--- src/rtl/frame_buffer_writer_pkg.sv ---
`default_nettype none
// ============================================================================
// Module      : frame_buffer_writer_pkg
// Description : Shared video definitions. Holds the default active-video
//               geometry and pixel/address widths that are common to the image
//               BRAM, the VGA reader and the frame buffer writer. It also holds
//               the write-side FSM state encoding.
// Contents    : VID_H_ACTIVE, VID_V_ACTIVE, VID_DATA_W, VID_ADDR_W,
//               fbw_state_t {IDLE, WAIT_SOF, WRITE}
// Revision    : 1.0 - initial release
// ============================================================================
package frame_buffer_writer_pkg;

  // Default 320x240 RGB444 frame store
  localparam int VID_H_ACTIVE = 320;
  localparam int VID_V_ACTIVE = 240;
  localparam int VID_DATA_W   = 12;
  localparam int VID_ADDR_W   = 17;   // 2^17 >= 320*240

  // Write-side FSM encoding
  typedef enum logic [1:0] {
    IDLE     = 2'd0,
    WAIT_SOF = 2'd1,
    WRITE    = 2'd2
  } fbw_state_t;

endpackage : frame_buffer_writer_pkg
`default_nettype wire

--- src/rtl/frame_buffer_writer_raster_counter.sv ---
`default_nettype none
// ============================================================================
// Module      : frame_buffer_writer_raster_counter
// Description : Raster position tracker for the frame buffer writer. Keeps the
//               column (x), line (y) and linear BRAM address of the NEXT pixel
//               expected in the stream, and classifies the current beat's
//               end-of-line marker against the column position.
//               The address runs alongside x/y as a plain incrementer, so no
//               y*H_ACTIVE product is ever formed.
// Ports       : clk, rst_n      clock / async active-low reset
//               restart         current beat is pixel (0,0): next is (1,0), addr 1
//               step            current beat accepted at the running position
//               clear           return to (0,0), addr 0 (frame end or abort)
//               eol             end-of-line marker of the current beat
//               addr            running address of the current beat
//               line_err        eol disagrees with the column position
//               frame_end       current beat is a correct last pixel of frame
// Revision    : 1.0 - initial release
// ============================================================================
module frame_buffer_writer_raster_counter #(
  parameter int H_ACTIVE = 320,
  parameter int V_ACTIVE = 240,
  parameter int ADDR_W   = 17
) (
  input  logic              clk,
  input  logic              rst_n,
  input  logic              restart,
  input  logic              step,
  input  logic              clear,
  input  logic              eol,
  output logic [ADDR_W-1:0] addr,
  output logic              line_err,
  output logic              frame_end
);

  localparam int X_W = (H_ACTIVE > 1) ? $clog2(H_ACTIVE) : 1;
  localparam int Y_W = (V_ACTIVE > 1) ? $clog2(V_ACTIVE) : 1;

  localparam logic [X_W-1:0] X_LAST = X_W'(H_ACTIVE - 1);
  localparam logic [Y_W-1:0] Y_LAST = Y_W'(V_ACTIVE - 1);

  logic [X_W-1:0] x;
  logic [Y_W-1:0] y;
  logic           at_last_col;

  always_ff @(posedge clk or negedge rst_n) begin
    if (!rst_n) begin
      x    <= '0;
      y    <= '0;
      addr <= '0;
    end else if (clear) begin
      x    <= '0;
      y    <= '0;
      addr <= '0;
    end else if (restart) begin
      // The restarting beat itself occupies (0,0) / address 0.
      x    <= X_W'(1);
      y    <= '0;
      addr <= ADDR_W'(1);
    end else if (step) begin
      // The caller only steps on beats that passed the line check and are not
      // the final pixel, so reaching the last column implies a clean line end
      // and y never advances past V_ACTIVE-1.
      if (at_last_col) begin
        x <= '0;
        y <= y + Y_W'(1);
      end else begin
        x <= x + X_W'(1);
      end
      addr <= addr + ADDR_W'(1);
    end
  end

  assign at_last_col = (x == X_LAST);
  // Short line (eol early) and long line (no eol at last column) both land here.
  assign line_err    = (at_last_col != eol);
  assign frame_end   = at_last_col && eol && (y == Y_LAST);

endmodule : frame_buffer_writer_raster_counter
`default_nettype wire

--- src/rtl/frame_buffer_writer.sv ---
`default_nettype none
// ============================================================================
// Module      : frame_buffer_writer
// Description : Write-side companion of the RGB444 image BRAM. Accepts a
//               raster-ordered valid/ready pixel stream with start-of-frame and
//               end-of-line markers, and drives registered BRAM write strobe,
//               address and data one cycle after each kept beat. Checks line
//               and frame geometry, pulses frame_done on a complete frame and
//               frame_err on a malformed one, then waits for the next SOF.
// Ports       : clk, rst_n          clock / async active-low reset
//               enable              capture enable, acted on at frame boundaries
//               s_valid/s_ready     stream handshake (ready decoded from state)
//               s_data/s_sof/s_eol  pixel and framing markers
//               wr_en/wr_addr/wr_data  BRAM write port (registered)
//               busy                high while a frame is being written
//               frame_done          one-cycle pulse, frame fully written
//               frame_err           one-cycle pulse, frame aborted/restarted
// Revision    : 1.0 - initial release
// ============================================================================
module frame_buffer_writer
  import frame_buffer_writer_pkg::*;
#(
  parameter int H_ACTIVE = VID_H_ACTIVE,
  parameter int V_ACTIVE = VID_V_ACTIVE,
  parameter int DATA_W   = VID_DATA_W,
  parameter int ADDR_W   = VID_ADDR_W
) (
  input  logic              clk,
  input  logic              rst_n,
  input  logic              enable,
  input  logic              s_valid,
  output logic              s_ready,
  input  logic [DATA_W-1:0] s_data,
  input  logic              s_sof,
  input  logic              s_eol,
  output logic              wr_en,
  output logic [ADDR_W-1:0] wr_addr,
  output logic [DATA_W-1:0] wr_data,
  output logic              busy,
  output logic              frame_done,
  output logic              frame_err
);

  fbw_state_t state, state_next;

  logic              accept;
  logic              wr_next;
  logic              done_next;
  logic              err_next;
  logic              cnt_restart;
  logic              cnt_step;
  logic              cnt_clear;
  logic [ADDR_W-1:0] cnt_addr;
  logic              cnt_line_err;
  logic              cnt_frame_end;

  // Ready depends on state only, so upstream never sees a valid->ready path.
  assign s_ready = (state != IDLE);
  assign busy    = (state == WRITE);
  assign accept  = s_valid && s_ready;

  frame_buffer_writer_raster_counter #(
    .H_ACTIVE (H_ACTIVE),
    .V_ACTIVE (V_ACTIVE),
    .ADDR_W   (ADDR_W)
  ) u_raster (
    .clk       (clk),
    .rst_n     (rst_n),
    .restart   (cnt_restart),
    .step      (cnt_step),
    .clear     (cnt_clear),
    .eol       (s_eol),
    .addr      (cnt_addr),
    .line_err  (cnt_line_err),
    .frame_end (cnt_frame_end)
  );

  always_ff @(posedge clk or negedge rst_n) begin
    if (!rst_n) begin
      state <= IDLE;
    end else begin
      state <= state_next;
    end
  end

  always_comb begin
    state_next  = state;
    wr_next     = 1'b0;
    done_next   = 1'b0;
    err_next    = 1'b0;
    cnt_restart = 1'b0;
    cnt_step    = 1'b0;
    cnt_clear   = 1'b0;

    unique case (state)
      IDLE: begin
        if (enable) begin
          state_next = WAIT_SOF;
        end
      end

      WAIT_SOF: begin
        // Disable wins here: a beat arriving with enable low is dropped like
        // any other beat outside a frame.
        if (!enable) begin
          state_next = IDLE;
        end else if (accept && s_sof) begin
          wr_next     = 1'b1;
          cnt_restart = 1'b1;
          state_next  = WRITE;
        end
      end

      WRITE: begin
        if (accept) begin
          // Every accepted beat in WRITE is written, even an offending one.
          wr_next = 1'b1;
          if (s_sof) begin
            // Premature restart: report it, then adopt this beat as (0,0).
            err_next    = 1'b1;
            cnt_restart = 1'b1;
          end else if (cnt_line_err) begin
            err_next   = 1'b1;
            cnt_clear  = 1'b1;
            state_next = WAIT_SOF;
          end else if (cnt_frame_end) begin
            done_next  = 1'b1;
            cnt_clear  = 1'b1;
            state_next = enable ? WAIT_SOF : IDLE;
          end else begin
            cnt_step = 1'b1;
          end
        end
      end

      default: begin
        state_next = IDLE;
      end
    endcase
  end

  // BRAM write port and status pulses, one cycle behind the handshake.
  always_ff @(posedge clk or negedge rst_n) begin
    if (!rst_n) begin
      wr_en      <= 1'b0;
      wr_addr    <= '0;
      wr_data    <= '0;
      frame_done <= 1'b0;
      frame_err  <= 1'b0;
    end else begin
      wr_en      <= wr_next;
      frame_done <= done_next;
      frame_err  <= err_next;
      if (wr_next) begin
        // A restarting beat always lands at address 0 regardless of where
        // the running counter had got to.
        wr_addr <= cnt_restart ? '0 : cnt_addr;
        wr_data <= s_data;
      end
    end
  end

endmodule : frame_buffer_writer
`default_nettype wire

--- config.mk ---
export PLATFORM = sky130hd
export DESIGN_NAME = frame_buffer_writer
export DESIGN_NICKNAME = d
export VERILOG_FILES = /design/src/rtl/frame_buffer_writer_pkg.sv /design/src/rtl/frame_buffer_writer_raster_counter.sv /design/src/rtl/frame_buffer_writer.sv
export SDC_FILE = /design/constraint.sdc
export NUM_CORES = 1
export LEC_CHECK = 0
export CAP_MARGIN = 10
export CORE_ASPECT_RATIO = 1.25
export CORE_UTILIZATION = 54
export DETAILED_ROUTE_END_ITERATION = 8
export PLACE_DENSITY_LB_ADDON = 0.2
export SLEW_MARGIN = 5
export SYNTH_ARGS = -nofsm -noshare
export SYNTH_HDL_FRONTEND = slang
export SYNTH_SLANG_ARGS = --single-unit
--- constraint.sdc ---
create_clock -name clk -period 3.4 [get_ports clk]
set_clock_uncertainty 0.2 [all_clocks]
set_input_delay 0.51 -clock clk [delete_from_list [all_inputs] [get_ports clk]]
set_output_delay 0.51 -clock clk [all_outputs]
set_load 0.01 [all_outputs]
==> key figures, run 1 <==
Timing
  • RSZ-0062 raised after global routing: no
  • Sum Neg Setup Slack: 0 ns
  • Final period util: just under 90%
  • Max Fclk: ~0.34 GHz
  • Number of hold-slack violations in the final timing report: 0
  • Actual slew at the worst max-slew pin: ~0.5 ns
  • Final Max Tran Viols: 0
  • Tmin final: around 3.0 ns
  • Setup Viol. Count Final: 0
  • Slew headroom: 67.0%

Power and ir drop
  • Peak VDD IR: between 0.4 and 0.5 mV
  • Pwr Total: 0.00269 W
  • Power Density: between 600 and 700 nW/µm²
  • Lkg Pwr: about 1.8 nW

Placement
  • IO buf count: 51
  • HPWL Detailed: approximately 6000 µm
  • Placed Instance Area: 4140 µm²
  • Final Wtd Congestion: slightly below 0.9

Setup path
  • Most frequent CP cell: ha_1
  • Reg2reg start: u_raster.x[0]
  • Critical Path AT: 3.05 ns
  • CP max-delay cell: or2_2
  • CP peak stage delay: between 0.4 and 0.5 ns
  • Critical path buffer and inverter count: 2
  • Stages on worst setup path: 9
  • Critical path class: reg -> reg
  • Req. time, crit path: between 3 and 4 ns
  • CP startpoint: u_raster.x[0]
  • Top delay family on crit path: simple AND/OR/NAND/NOR gates
  • Critical path startpoint category: flip-flop
  • R2R depth: 9
  • Sequence of cells on the critical path: ha_1 -> nand4bb_1 -> or2_2 -> inv_1 -> ha_1 -> a41oi_2 -> buf_4 -> nand3_1 -> o21ai_0
  • CP endpoint kind: flip-flop
  • Critical-path maximum fanout: 17

Synth
  • Yosys warns: 0
  • Syn nets: 400
  • Seq/Total Area, Yosys: between 40% and 50%
  • Synth cell count leaders: dfrtp_1 (68), nand2_1 (65), o21ai_0 (33), a21oi_1 (15), nand3_1 (15)
  • Synth area leaders: dfrtp_1 (48%), nand2_1 (6.9%), o21ai_0 (4.7%)
  • Number of cells produced by synthesis: around 370
  • Top cell type's share of synthesized area: 48.0%
  • Synth cell types: 54
  • Synthesized flop and latch total: 68
  • Post-Syn Area per Cell: about 9.5 µm²
  • Ys async rst share: 100%
  • Count leader, synth: dfrtp_1
  • EDFF count, synth: 0
  • Mapped cell area: around 3500 µm²
  • Dominant synthesized flop cell: dfrtp_1
  • Largest area contributor in the netlist: dfrtp_1

CTS
  • Post-CTS sizing: 0
  • Num CTS Buffers: 9
  • Setup Fix Bufs, Post-CTS: 0
  • Clk root buf: clkbuf_8
  • Latest clock arrival within the worst-skew pair: 0.35 ns
  • CTS Hold Bufs: 1
  • CTS Buffer Depth: 2
  • H-tree depth: 3
  • CTS Sinks: just under 70
  • Clock slew at reported path FFs: roughly 0.07 ns
  • CTS tree: built

Floorplan
  • Die Width: between 70 and 80 µm
  • Area of the die: between 6000 and 7000 µm²
  • Initial Util: between 50 and 60%
  • Core box area: 6250 µm²
  • Row count: 32
  • Num ports: 52
  • DIE HEIGHT: between 90 and 100 µm

Global routing
  • Initial antenna violation count: 0
  • Grt total ovfl: 0
  • Via count of the first global-routing pass: about 3000
  • Largest net degree at the start of global routing: 48
  • Tot GR Track Use: 27.2%
  • First-pass GRT wire length: about 14000 µm

Cells and area
  • Seq. cell area: 1700 µm²
  • Fillcell total: ~540
  • Multi-input logic area: around 1700 µm²
  • Finished layout cell area: ~4400 µm²
  • Final antenna diode count: 0
  • Layout cells sized above 1: 13.0%
  • Area delta synth->final: 23.6%
  • Layout Nets: roughly 450

Route
  • Via count: 3075
  • WL final: 8340 µm
  • Average via count per standard cell: around 6
  • Wirelength per Cell: about 16 µm
  • Initial DRC Count: 214
  • DRT antenna net count: 0
  • Residual DRC count: 0
  • DR pass1 iterations: 4

Worst hold path
  • Hold path depth: 2
  • Hold WC Path Type: reg -> reg
  • HP Start: wr_addr[11]

Run
  • Max-Cap Viols: 0

Outcome
  • Outcome: complete, no violations
logic make-up after synthesis:
kind of cell	after synthesis	synth area share [%]
AO/OA/AOI/OAI	87	15.6
AND/OR/NAND/NOR	158	23.7
buffers and inverters	35	4.48
XOR/XNOR	3	0.741
flip-flops	68	48.0
adder cells (fa/ha/maj)	8	2.82
multiplexers	15	4.73
layout by cell type, fill, tap and decap left out, types with 3 or more instances in the layout:
cell / n
a21oi_1: 15
a22oi_1: 5
a32oi_1: 3
a41oi_1: 5
buf_4: 12
clkbuf_8: 11
clkdlybuf4s50_1: 50
dfrtp_1: 68
ha_1: 8
inv_1: 13
mux2_2: 14
nand2_1: 65
nand3_1: 15
nand4_1: 12
nor2_1: 7
nor3_1: 8
nor4_1: 5
o21ai_0: 33
o22ai_1: 5
o31ai_1: 8
or2_2: 5
or3_1: 8
or4_1: 9
worst min-delay path, stage by stage (launching register included):
cell and delay [ns]:
dfrtp_1 0.34, nand2_1 0.04, o21ai_0 0.06
registers in the layout (all words and copies together) (netlist names):
name           cells
u_raster.addr     17
state              2
wr_en              1
frame_err          1
wr_data           12
frame_done         1
u_raster.x         9
u_raster.y         8
wr_addr           17
per-layer routing:
metal  wire length, µm  GRT usage, %
met5                 0             0
met4               179          9.91
met2              4370          46.4
met1              3510          32.8
met3               283          6.20
area by class of cell:
cell class	instances	share of cell area, %
well taps	85	2.43
repair buffers	64	13.8
clock inverters	5	1.88
multi-input cells	271	38.5
inverters	13	1.11
clock buffers	11	3.45
flip-flops and latches	68	38.8
power breakdown:
| part | internal [W] | switching [W] |
|---|---|---|
| Combinational | 0.000404 | 0.000385 |
| Sequential | 0.000971 | 0.000144 |
| Clock | 0.000456 | 0.000327 |
| Total | 0.00183 | 0.000856 |
metrics by stage:
| stage | utilization (%) | hold slack [ns] | cells | worst slack (ns) |
|---|---|---|---|---|
| 2_1_floorplan | - | 0.0144 | 374 | 0.757 |
| 3_5_place_dp | 66.3 | 0.270 | 500 | 0.471 |
| 4_1_cts | 70.2 | 0.287 | 517 | 0.435 |
| 5_1_grt | 70.2 | 0.311 | 517 | 0.256 |
| 6_report | 70.2 | 0.279 | 517 | 0.415 |
| 3_3_place_gp | 66.3 | 0.260 | 500 | 0.528 |
worst paths after layout:
path                            slack (ns)       endpoint
worst max-delay path                  0.42  u_raster.x[3]
worst min-delay path                  0.28    wr_addr[11]
worst max register to register        0.42  u_raster.x[3]
worst min register to register        0.28    wr_addr[11]
max in group asynchronous             1.84     frame_done
min in group asynchronous             0.45    wr_data[11]
(Power assumes the default switching activity.)
==> run 2, diff against run 1 <==
- PLACE_DENSITY: default -> 0.76
- PLACE_DENSITY_LB_ADDON: 0.2 -> default
==> key figures, run 2 (synthesized netlist as in run 1, its figures left out) <==
Timing
  • Number of hold-slack violations in the final timing report: 0 (unchanged)
  • Setup WS post-layout: 0.393 ns (-0.0222 ns)
  • RSZ-0062 raised after global routing: no
  • Final Max Tran Viols: 0 (unchanged)
  • Max Fclk: 0.333 GHz (-0.74%)
  • Final period util: 88.4% (+0.65 points)
  • Sum Neg Setup Slack: 0 ns (unchanged)
  • Slew headroom: 68.9% (+1.9 points)
  • Actual slew at the worst max-slew pin: 0.464 ns (-0.0318 ns)
  • Setup Viol. Count Final: 0 (unchanged)
  • Tmin final: 3.01 ns (+0.0222 ns)

Worst hold path
  • HP Start: wr_addr[13]
  • Hold path depth: 2 (unchanged)
  • Hold Path Sink: wr_addr[13]
  • Hold WC Path Type: reg -> reg

Placement
  • HPWL Detailed: 5720 µm (-1.9%)
  • IO buf count: 51 (unchanged)
  • Place WS: 0.431 ns (-0.0398 ns)
  • Final Wtd Congestion: 0.867 (about the same)

Setup path
  • FF-to-FF End: u_raster.x[2]
  • R2R depth: 9 (unchanged)
  • Critical path class: reg -> reg
  • Reg2Reg Setup Slack: 0.39 ns (-0.02 ns)
  • Critical Path AT: 3.07 ns (+0.02 ns)
  • Critical path startpoint category: flip-flop
  • CP endpoint kind: flip-flop
  • Reg2reg start: u_raster.x[0]
  • Req. time, crit path: 3.46 ns (about the same)
  • Critical-path maximum fanout: 13 (-4)

Floorplan
  • DIE HEIGHT: 92.6 µm (unchanged)
  • Row count: 32 (unchanged)
  • Area of the die: 6900 µm² (unchanged)
  • Num ports: 52 (unchanged)
  • Core box area: 6250 µm² (unchanged)
  • Die Width: 74.5 µm (unchanged)
  • Initial Util: 56.8% (unchanged)

Route
  • Via count: 3086 (+0.36%)
  • Initial DRC Count: 252 (+18%)
  • Wirelength per Cell: 15.8 µm (-2.2%)
  • DR pass1 iterations: 4 (unchanged)
  • Average via count per standard cell: 5.97 (+0.36%)
  • Residual DRC count: 0 (unchanged)
  • WL final: 8150 µm (-2.2%)
  • DRT antenna net count: 0 (unchanged)

CTS
  • Clock slew at reported path FFs: 0.08 ns (about the same)
  • Setup Fix Bufs, Post-CTS: 0 (unchanged)
  • Latest clock arrival within the worst-skew pair: 0.34 ns (about the same)
  • CTS tree: built
  • CTS Sinks: 68 (unchanged)
  • Num CTS Buffers: 9 (unchanged)
  • CTS Buffer Depth: 2 (unchanged)
  • H-tree depth: 3 (unchanged)
  • Clk root buf: clkbuf_8

Cells and area
  • Area delta synth->final: 23.7% (about the same)
  • Seq. cell area: 1700 µm² (unchanged)
  • Layout cells sized above 1: 13.0% (unchanged)
  • Biggest regs: u_raster.addr (17), wr_addr (17), wr_data (12)
  • Most frequent cells in the layout: dfrtp_1 (68), nand2_1 (65), clkdlybuf4s50_1 (50)
  • Layout Nets: 453 (unchanged)
  • Fillcell total: 516 (-3.9%)
  • Most common cell after layout, fill and taps aside: dfrtp_1
  • Final antenna diode count: 0 (unchanged)
  • Multi-input logic area: 1690 µm² (unchanged)

Run
  • Max-Cap Viols: 0 (unchanged)

Global routing
  • Tot GR Track Use: 25.5% (-1.6 points)
  • Largest net degree at the start of global routing: 39 (-19%)
  • Initial antenna violation count: 0 (unchanged)
  • First-pass GRT wire length: 13400 µm (-6.3%)
  • Grt total ovfl: 0 (unchanged)
  • Via count of the first global-routing pass: 2916 (-4.5%)

Power and ir drop
  • Pwr Total: 0.00266 W (-1.1%)
  • Power Density: 606 nW/µm² (-1.1%)
  • Lkg Pwr: 1.79 nW (+0.19%)
  • Peak VDD IR: 0.339 mV (-21%)

Outcome
  • Outcome: complete, no violations
run 2: changes by cell type in the layout (fill, tap and decap cells not counted), sizes merged:
cell | previous run | this run
inv | 14 | 13
clkinv | 2 | 4
clkbuf | 11 | 10
run 2: layer usage:
| metal | track usage, % | part of all wire, % | up-vias |
|---|---|---|---|
| met4 | 11.0 | 2.4 | 0 |
| li1 | - | - | 1484 |
| met2 | 41.7 | 50 | 102 |
| met5 | 0 | 0 | - |
| met3 | 5.22 | 4.9 | 19 |
| met1 | 32.2 | 43 | 1481 |
run 2: how the worst max path moves through the flow:
stage / startpoint / endpoint / slack (ns) / depth (start not counted)
2_1_floorplan: u_raster.x[0] / u_raster.x[5] / 0.76 / 10
3_3_place_gp: u_raster.x[0] / u_raster.y[2] / 0.55 / 10
3_5_place_dp: u_raster.x[0] / u_raster.x[2] / 0.43 / 9
4_1_cts: u_raster.x[0] / u_raster.y[1] / 0.41 / 10
5_1_grt: u_raster.x[0] / u_raster.y[1] / 0.22 / 10
6_report: u_raster.x[0] / u_raster.x[2] / 0.39 / 9
run 2: critical path: stages (launching register included):
cell and delay (ns):
dfrtp_1 0.42, ha_1 0.24, nand4bb_1 0.26, or2_2 0.48, inv_1 0.09, ha_1 0.28
a41oi_2 0.25, buf_4 0.23, nand4_1 0.23, o22ai_1 0.24
run 2: where the power goes:
part	internal (W)	leakage (nW)	switching, W
clock network	0.000433	0.116	0.000318
logic	0.000406	0.775	0.000383
registers	0.000971	0.901	0.000147
total	0.00181	1.79	0.000848
run 2: layout make-up:
cell class,instances,area share [%]
Inverter,13,1.11
Timing Repair Buffer,64,14.1
Sequential cell,68,38.8
Clock buffer,10,3.14
Multi-Input combinational cell,271,38.4
Tap cell,85,2.42
Clock inverter,6,2.00
run 2: repair_timing:
action	in CTS	in global routing
hold buffers	1	0
resized for setup	0	0
setup endpoints to repair	0	0
endpoints found under the hold margin	13	0
run 2: per-stage QoR:
stage / area [µm²] / utilization, % / hold slack (ns) / instances
global placement: 4150 / 66.5 / 0.233 / 500
detailed placement: 4150 / 66.5 / 0.229 / 500
CTS: 4390 / 70.2 / 0.287 / 517
floorplan: 3550 / - / 0.0144 / 374
finish: 4390 / 70.2 / 0.281 / 517
global route: 4390 / 70.2 / 0.307 / 517
==> run 3, diff against run 2 <==
- CORE_UTILIZATION: 54 -> 59
- CTS_CLUSTER_DIAMETER: default -> 30
- GPL_ROUTABILITY_DRIVEN: default -> 0
- PLACE_DENSITY: 0.76 -> 0.83
- clock period: 3.4 -> 3.7 ns (I/O delays scaled with it)
==> key figures, run 3 (synthesized netlist as in run 1, its figures left out) <==
Timing
  • Tmin final: 3.20 ns (+0.192 ns)
  • Final Max Tran Viols: 0 (unchanged)
  • Actual slew at the worst max-slew pin: 1.10 ns (+0.641 ns)
  • Setup WS post-layout: 0.501 ns (+0.108 ns)
  • Number of hold-slack violations in the final timing report: 0 (unchanged)
  • Setup Viol. Count Final: 0 (unchanged)
  • Max Fclk: 0.313 GHz (-6.0%)
  • Final period util: 86.4% (-2.0 points)
  • RSZ-0062 raised after global routing: no
  • Sum Neg Setup Slack: 0 ns (unchanged)
  • Slew headroom: 26.4% (-43 points)

Route
  • WL final: 7980 µm (-2.2%)
  • DRT antenna net count: 0 (unchanged)
  • Wirelength per Cell: 16.1 µm (+2.4%)
  • Average via count per standard cell: 6.27 (+5.1%)
  • DR pass1 iterations: 8 (+4)
  • Initial DRC Count: 166 (-34%)
  • Via count: 3099 (+0.42%)
  • Residual DRC count: 8 (+8)

CTS
  • Post-CTS sizing: 0 (unchanged)
  • Clock slew at reported path FFs: 0.08 ns (about the same)
  • Latest clock arrival within the worst-skew pair: 0.35 ns (about the same)
  • CTS tree: built
  • CTS Hold Bufs: 0 (-1)
  • CTS Sinks: 68 (unchanged)
  • CTS Buffer Depth: 2 (unchanged)
  • Num CTS Buffers: 9 (unchanged)
  • Clk root buf: clkbuf_8
  • Setup Fix Bufs, Post-CTS: 0 (unchanged)
  • H-tree depth: 3 (unchanged)

Floorplan
  • Die Width: 71.4 µm (-4.2%)
  • Core box area: 5780 µm² (-7.5%)
  • Area of the die: 6330 µm² (-8.3%)
  • DIE HEIGHT: 88.7 µm (-4.2%)
  • Initial Util: 61.4% (+4.6 points)
  • Row count: 31 (-3.1%)
  • Num ports: 52 (unchanged)

Outcome
  • Outcome: complete, but fails checks
  • Failing checks: DRC

Cells and area
  • Layout Nets: 449 (-0.88%)
  • Final antenna diode count: 0 (unchanged)
  • Biggest regs: u_raster.addr (17), wr_addr (17), wr_data (12)
  • Most common cell after layout, fill and taps aside: dfrtp_1
  • Layout cells sized above 1: 12.4% (-0.58 points)
  • Final Util: 74.7% (+4.4 points)
  • Area delta synth->final: 21.7%
  • Most frequent cells in the layout: dfrtp_1 (68), nand2_1 (65), clkdlybuf4s50_1 (50)
  • Finished layout cell area: 4320 µm² (-1.6%)

Placement
  • IO buf count: 51 (unchanged)
  • HPWL Detailed: 5430 µm (-5.1%)
  • Place WS: 0.602 ns (+0.171 ns)
  • Placed Instance Area: 4090 µm² (-1.4%)

Setup path
  • Reg2reg start: u_raster.x[0]
  • CP endpoint kind: flip-flop
  • Critical path class: reg -> reg
  • Critical path startpoint category: flip-flop
  • Critical-path maximum fanout: 13 (unchanged)
  • Req. time, crit path: 3.76 ns (+0.30 ns)
  • Reg2Reg Setup Slack: 0.50 ns (+0.11 ns)
  • R2R depth: 8 (-1)
  • FF-to-FF End: u_raster.x[0]
  • Critical Path AT: 3.26 ns (+0.19 ns)

Run
  • Max-Cap Viols: 0 (unchanged)

Power and ir drop
  • Pwr Total: 0.00242 W (-8.8%)
  • Power Density: 562 nW/µm² (-7.3%)
  • Lkg Pwr: 1.76 nW (-1.8%)
  • Peak VDD IR: 0.312 mV (-7.9%)

Global routing
  • First-pass GRT wire length: 13300 µm (-0.78%)
  • Via count of the first global-routing pass: 2903 (-0.45%)
  • Initial antenna violation count: 0 (unchanged)
  • Grt total ovfl: 0 (unchanged)
  • Largest net degree at the start of global routing: 52 (+33%)
  • Tot GR Track Use: 27.3% (+1.8 points)

Worst hold path
  • Hold WC Path Type: in -> async
run 3: changes by cell type in the layout (fill, tap and decap cells not counted):
cell and delta:
clkinv_2 -1, clkinvlp_4 +1, buf_4 -2, clkbuf_8 -1, buf_12 -1, dlygate4sd3_1 -1
inv_6 +1
run 3: layout make-up:
cell class / count / area, µm²
Sequential cell: 68 / 1700
Multi-Input combinational cell: 271 / 1690
Fill cell: 409 / 1460
Timing Repair Buffer: 60 / 573
Clock buffer: 9 / 124
Clock inverter: 7 / 98.8
Tap cell: 66 / 82.6
Inverter: 13 / 48.8
run 3: per-stage QoR:
step / instances / hold slack [ns]
CTS: 494 / 0.254
finish: 494 / 0.210
global placement: 478 / 0.260
floorplan: 374 / 0.0594
global route: 494 / 0.305
detailed placement: 478 / 0.269
run 3: worst max-delay path by stage:
stage / from / endpoint / slack (ns) / cells after the start
final: u_raster.x[0] / u_raster.x[0] / 0.50 / 8
after global routing: u_raster.x[0] / u_raster.addr[0] / 0.22 / 8
after CTS: u_raster.x[0] / u_raster.x[0] / 0.53 / 8
after detailed placement: u_raster.x[0] / u_raster.x[0] / 0.60 / 8
after global placement: u_raster.x[0] / u_raster.x[0] / 0.71 / 8
after floorplan: u_raster.x[0] / u_raster.x[5] / 1.06 / 10
run 3: routing by layer:
| metal | wire, µm | share of wire, % | vias to the layer above | GRT usage, % |
|---|---|---|---|---|
| met3 | 365 | 4.6 | 20 | 4.67 |
| li1 | - | - | 1473 | - |
| met5 | 0 | 0 | - | 0 |
| met4 | 195 | 2.4 | 0 | 13.1 |
| met1 | 3290 | 41 | 1491 | 30.9 |
| met2 | 4130 | 52 | 115 | 50.0 |
run 3: worst max-delay path, cell delays in order, from the launching register on:
cell	delay [ns]
dfrtp_1	0.41
ha_1	0.23
nand4bb_1	0.25
or2_2	0.48
inv_1	0.09
ha_1	0.28
a41oi_2	0.57
nand4_1	0.33
o211ai_1	0.26
run 3: power by group:
| group | switching, W | internal, W |
|---|---|---|
| logic | 0.000349 | 0.000366 |
| registers | 0.000132 | 0.000892 |
| clock network | 0.000302 | 0.000382 |
